### config.mk
export PLATFORM = sky130hd
export DESIGN_NAME = lu_share_arbiter
export DESIGN_NICKNAME = d
export VERILOG_FILES = /design/src/rtl/lu_share_arbiter_pkg.sv /design/src/rtl/lu_share_arbiter_lu_core.sv /design/src/rtl/lu_share_arbiter.sv
export SDC_FILE = /design/constraint.sdc
export NUM_CORES = 1
export LEC_CHECK = 0
export ABC_CLOCK_PERIOD_IN_PS = 3700
export CAP_MARGIN = 10
export CORE_UTILIZATION = 51
export CTS_BUF_LIST = sky130_fd_sc_hd__clkbuf_16
export DETAILED_ROUTE_END_ITERATION = 8
export PLACE_DENSITY = 0.84
export SYNTH_ARGS = -nofsm -noshare
export SYNTH_HDL_FRONTEND = slang
export SYNTH_SLANG_ARGS = --single-unit
export TNS_END_PERCENT = 5
### constraint.sdc
create_clock -name clk -period 3.7 [get_ports clk]
set_input_delay 0.74 -clock clk [delete_from_list [all_inputs] [get_ports clk]]
set_output_delay 0.74 -clock clk [all_outputs]
set_load 0.01 [all_outputs]
### src/rtl/lu_share_arbiter_pkg.sv
// lu_share_arbiter_pkg: shared FSM states and logic-unit opcodes
package lu_share_arbiter_pkg;
  typedef enum logic [1:0] {IDLE = 2'd0, EXEC = 2'd1, RESP = 2'd2} state_t;
  localparam logic [1:0] LU_AND  = 2'b00;
  localparam logic [1:0] LU_OR   = 2'b01;
  localparam logic [1:0] LU_XOR  = 2'b10;
  localparam logic [1:0] LU_NOTA = 2'b11;
endpackage

### src/rtl/lu_share_arbiter_lu_core.sv
// lu_core: combinational W-bit bitwise logic unit
import lu_share_arbiter_pkg::*;
module lu_core #(
  parameter int W = 4
) (
  input  logic [W-1:0] a,
  input  logic [W-1:0] b,
  input  logic [1:0]   op,
  output logic [W-1:0] g
);
  // bitwise op select; b is unused for NOT A
  always_comb g = op == LU_AND ? a & b : op == LU_OR ? a | b : op == LU_XOR ? a ^ b : ~a;
endmodule

### src/rtl/lu_share_arbiter.sv
// lu_share_arbiter: round-robin sharing of one registered logic unit among NREQ requesters
import lu_share_arbiter_pkg::*;
module lu_share_arbiter #(
  parameter int NREQ = 2,
  parameter int W    = 4,
  parameter int IDW  = 1
) (
  input  logic              clk,
  input  logic              rst_n,
  input  logic [NREQ-1:0]   req_valid,
  output logic [NREQ-1:0]   req_ready,
  input  logic [2*NREQ-1:0] req_op,
  input  logic [W*NREQ-1:0] req_a,
  input  logic [W*NREQ-1:0] req_b,
  output logic              rsp_valid,
  input  logic              rsp_ready,
  output logic [IDW-1:0]    rsp_id,
  output logic [W-1:0]      rsp_data,
  output logic              busy,
  output logic [7:0]        ops_done
);
  state_t state_q, state_d;
  logic [IDW-1:0] rr_ptr_q, rr_ptr_d, id_q, id_d, rsp_id_q, rsp_id_d, win;
  logic [1:0] op_q, op_d, sel_op;
  logic [W-1:0] a_q, a_d, b_q, b_d, rsp_data_q, rsp_data_d, sel_a, sel_b, lu_g;
  logic rsp_valid_q, rsp_valid_d, found;
  logic [7:0] ops_done_q, ops_done_d;
  logic [2*NREQ-1:0] rot;
  logic [IDW:0] sum;
  lu_core #(.W(W)) u_lu (.a(a_q), .b(b_q), .op(op_q), .g(lu_g));
  // round-robin pick: rotate requests so rr_ptr sits at bit 0, take lowest set bit
  always_comb begin
    rot = {req_valid, req_valid} >> rr_ptr_q;
    found = 1'b0;
    win = '0;
    sum = '0;
    for (int k = NREQ - 1; k >= 0; k--) if (rot[k]) begin
      sum = {1'b0, rr_ptr_q} + (IDW+1)'(k);
      found = 1'b1;
      win = sum >= (IDW+1)'(NREQ) ? IDW'(sum - (IDW+1)'(NREQ)) : IDW'(sum);
    end
  end
  // steer the winner's operands toward the capture registers
  always_comb begin
    sel_op = '0;
    sel_a = '0;
    sel_b = '0;
    for (int k = 0; k < NREQ; k++) if (win == IDW'(k)) begin
      sel_op = req_op[2*k +: 2];
      sel_a = req_a[W*k +: W];
      sel_b = req_b[W*k +: W];
    end
  end
  // next-state and grant; grant only in IDLE and never while reset is held
  always_comb begin
    state_d = state_q;
    rr_ptr_d = rr_ptr_q;
    id_d = id_q;
    op_d = op_q;
    a_d = a_q;
    b_d = b_q;
    rsp_valid_d = rsp_valid_q;
    rsp_id_d = rsp_id_q;
    rsp_data_d = rsp_data_q;
    ops_done_d = ops_done_q;
    req_ready = (state_q == IDLE && found && rst_n) ? NREQ'(1) << win : '0;
    case (state_q)
      IDLE: if (found) begin
        op_d = sel_op;
        a_d = sel_a;
        b_d = sel_b;
        id_d = win;
        state_d = EXEC;
      end
      EXEC: begin
        rsp_data_d = lu_g;
        rsp_id_d = id_q;
        rsp_valid_d = 1'b1;
        state_d = RESP;
      end
      RESP: if (rsp_ready) begin
        rsp_valid_d = 1'b0;
        ops_done_d = ops_done_q + 8'd1;
        rr_ptr_d = id_q == IDW'(NREQ - 1) ? '0 : id_q + IDW'(1);
        state_d = IDLE;
      end
      default: state_d = IDLE;
    endcase
  end
  // state registers; async reset discards any in-flight operation
  always_ff @(posedge clk or negedge rst_n) begin
    if (!rst_n) begin
      state_q <= IDLE;
      rr_ptr_q <= '0;
      id_q <= '0;
      op_q <= '0;
      a_q <= '0;
      b_q <= '0;
      rsp_valid_q <= 1'b0;
      rsp_id_q <= '0;
      rsp_data_q <= '0;
      ops_done_q <= '0;
    end else begin
      state_q <= state_d;
      rr_ptr_q <= rr_ptr_d;
      id_q <= id_d;
      op_q <= op_d;
      a_q <= a_d;
      b_q <= b_d;
      rsp_valid_q <= rsp_valid_d;
      rsp_id_q <= rsp_id_d;
      rsp_data_q <= rsp_data_d;
      ops_done_q <= ops_done_d;
    end
  end
  assign rsp_valid = rsp_valid_q;
  assign rsp_id = rsp_id_q;
  assign rsp_data = rsp_data_q;
  assign ops_done = ops_done_q;
  assign busy = state_q != IDLE;
endmodule
==> metrics.cfg <==
[status]
status = complete, but fails checks
violations = DRC

[power]
combPwrFrac_pct = 45.6
p_sw_uw = 533
intPower_uw = 977
power_density_mw_per_mm2 = 738
vdd_drop_max_mv = 0.339
pwr-share-seq_pct = 38.7
p_clk_share_pct = 15.7
switching_share_pct = 35.3
p_leak_uw = 0.000910

[cells_and_area]
diodes = 0
layout_commonest_cell = clkdlybuf4s50_1
utilization_pct = 72.9
synthToLayoutAreaGrowth_pct = 33.5
nets = 223
layout_common_cells = 41 x clkdlybuf4s50_1, 28 x dfrtp_1, 13 x o21ai_0, 12 x inv_1, 11 x a21oi_1
drive_above_1_share_pct = 11.2

[sta]
holdWs_ns = 0.478
tns_ns = 0
skew_ns = 0.00192
slew_viol_final = 0
min_period_ns = 3.16
finalHoldViolations = 0
max_slew_margin_pct = 67.9
rsz0062_at_grt = no
worst_pin_slew_ns = 0.481
max_freq_mhz = 316
setup_viol = 0
fin_crit_sh_pct = 85.4

[cts]
root_buffer = clkbuf_16
hold_buffers = 0
cts_tree = yes
worstSkewPairLatency_ns = 0.26
clk_pin_slew_ns = 0.06
cts_setup_buffers = 0
cts_resized = 0
clockBufferDepth = 2
numCtsBuffers = 3
htreeDepth = 1
numClockSinks = 28

[placement]
io_buffer_count = 41
dp_hpwl_um = 2360
gp_congestion = 0.771

[routing]
wirelength_um = 3120
dr.first_iter.drc_count = 38
postRouteAntennaNets = 0
drt_first_pass_iters = 6
num_vias = 1205
vias_per_cell = 5.53
wire_per_inst_um = 14.3
drc_errors = 4

[floorplan]
die_area_mm2 = 0.00323
core_area_mm2 = 0.00281
io-pin-count = 42
die_w_um = 56.8
die_h_um = 56.8
initial_core_util_pct = 54.6
num_rows = 19

[worst_setup_path]
rr_endpoint = rsp_data[2]
arrival_ns = 2.42
reg2reg_from = a_q[2]
end_kind = output port
cp_max_fo = 11
crit_required_ns = 2.96
critPathKind = input pin to output port
r2r_cells = 4
r2r_slack_ns = 2.08
start_kind = input pin

[worst_hold_path]
hold_path_class = flip-flop to flip-flop
hold_start = ops_done[7]
hold_end = ops_done[7]
hold_depth = 1

[synthesis]
synth_area_per_cell_um2 = 10.4
ys_types = 28
ys_seq_area_share_pct = 45.7
synth_area_mm2 = 0.00153
ys.warnings.count = 0
synthCells = 148
yosys_register_bits = 28
synth_fp_nets = 182

[global_routing]
antenna_found_initial = 0
global_route.overflow_total = 0
grt_pass1_vias = 1101
grt_pass1_wl_um = 4930
grt_start_max_net_pins = 29
grt_usage_pct = 20.5

[flow_run]
maxCapViolations = 0

worst max-delay path by stage:
stage,end,depth (start not counted),startpoint
floorplan,req_ready[0],3,req_valid[0]
global placement,req_ready[0],5,req_valid[1]
detailed placement,req_ready[1],6,req_valid[1]
CTS,req_ready[1],6,req_valid[1]
global route,req_ready[0],5,req_valid[1]
finish,req_ready[1],6,req_valid[1]
per-layer routing:
| metal | vias to the layer above | global-route usage (%) | routed length, um |
|---|---|---|---|
| met5 | - | 0 | 0 |
| met4 | 0 | 10.8 | 65 |
| met3 | 6 | 3.00 | 188 |
| met2 | 46 | 35.9 | 1550 |
| met1 | 557 | 24.4 | 1320 |
| li1 | 596 | - | - |
through the flow:
stage,setup slack (ns),total power (uW),cell area [um^2],std cells
3_3_place_gp,0.553,1220,1970,215
5_1_grt,0.421,1610,2050,218
4_1_cts,0.531,1520,2050,218
3_5_place_dp,0.534,1270,1970,215
6_report,0.540,1510,2050,218
2_1_floorplan,1.64,1000,1530,148
cell type report:
class / instances / area, um^2
Sequential cell: 28 / 701
Multi-Input combinational cell: 96 / 738
Fill cell: 219 / 759
Inverter: 16 / 60.1
Tap cell: 31 / 38.8
Timing Repair Buffer: 44 / 433
Clock buffer: 3 / 75.1
synth_stat cells (all sizes together):
master / number / area, um^2
and3b: 1 / 8.76
a22o: 1 / 8.76
o21ai: 13 / 65.1
nand4: 3 / 18.8
nand2: 7 / 26.3
mux2: 5 / 56.3
nor2: 4 / 17.5
a31oi: 10 / 62.6
buf: 3 / 15.0
inv: 16 / 60.1
mux4: 4 / 90.1
xor2: 3 / 26.3
nand3b: 11 / 95.1
clkbuf: 5 / 18.8
nor3b: 1 / 7.51
ha: 9 / 113
xnor2: 4 / 35.0
nand2b: 2 / 12.5
nor2b: 1 / 6.26
nor3: 2 / 10.0
nand3: 1 / 5.00
dfrtp: 28 / 701
and3: 2 / 12.5
or2: 1 / 6.26
a21oi: 11 / 55.1
flip-flops by register name, indices dropped and copies added, names as in the netlist:
signal,count
state_q,2
rr_ptr_q,1
id_q,1
rsp_data,4
b_q,4
op_q,2
ops_done,8
rsp_valid,1
rsp_id,1
a_q,4
worst max-delay path, stage by stage:
cell	delay [ns]
clkdlybuf4s50_1	0.47
buf_4	0.17
inv_1	0.14
nor2_1	0.20
and3_1	0.18
clkdlybuf4s50_1	0.53
power by group through the flow:
| stage | Clock, uW | Combinational (uW) | Sequential, uW |
|---|---|---|---|
| after CTS | 238 | 696 | 587 |
| after global routing | 246 | 758 | 611 |
| after floorplan | 0 | 424 | 580 |
| final | 237 | 689 | 584 |
| after detailed placement | 0 | 678 | 591 |
| after global placement | 0 | 646 | 577 |
logic make-up (layout without fill, tap and decap cells):
kind of cell / after synthesis / count (layout) / synth area share (%)
adder cells (fa/ha/maj): 9 / 9 / 7.35
multiplexers: 9 / 9 / 9.55
AO/OA/AOI/OAI: 35 / 35 / 12.5
AND/OR/NAND/NOR: 36 / 36 / 14.8
flip-flops: 28 / 28 / 45.7
XOR/XNOR: 7 / 7 / 4.00
buffers and inverters: 24 / 63 / 6.12
Power figures use the tool's default switching activity.
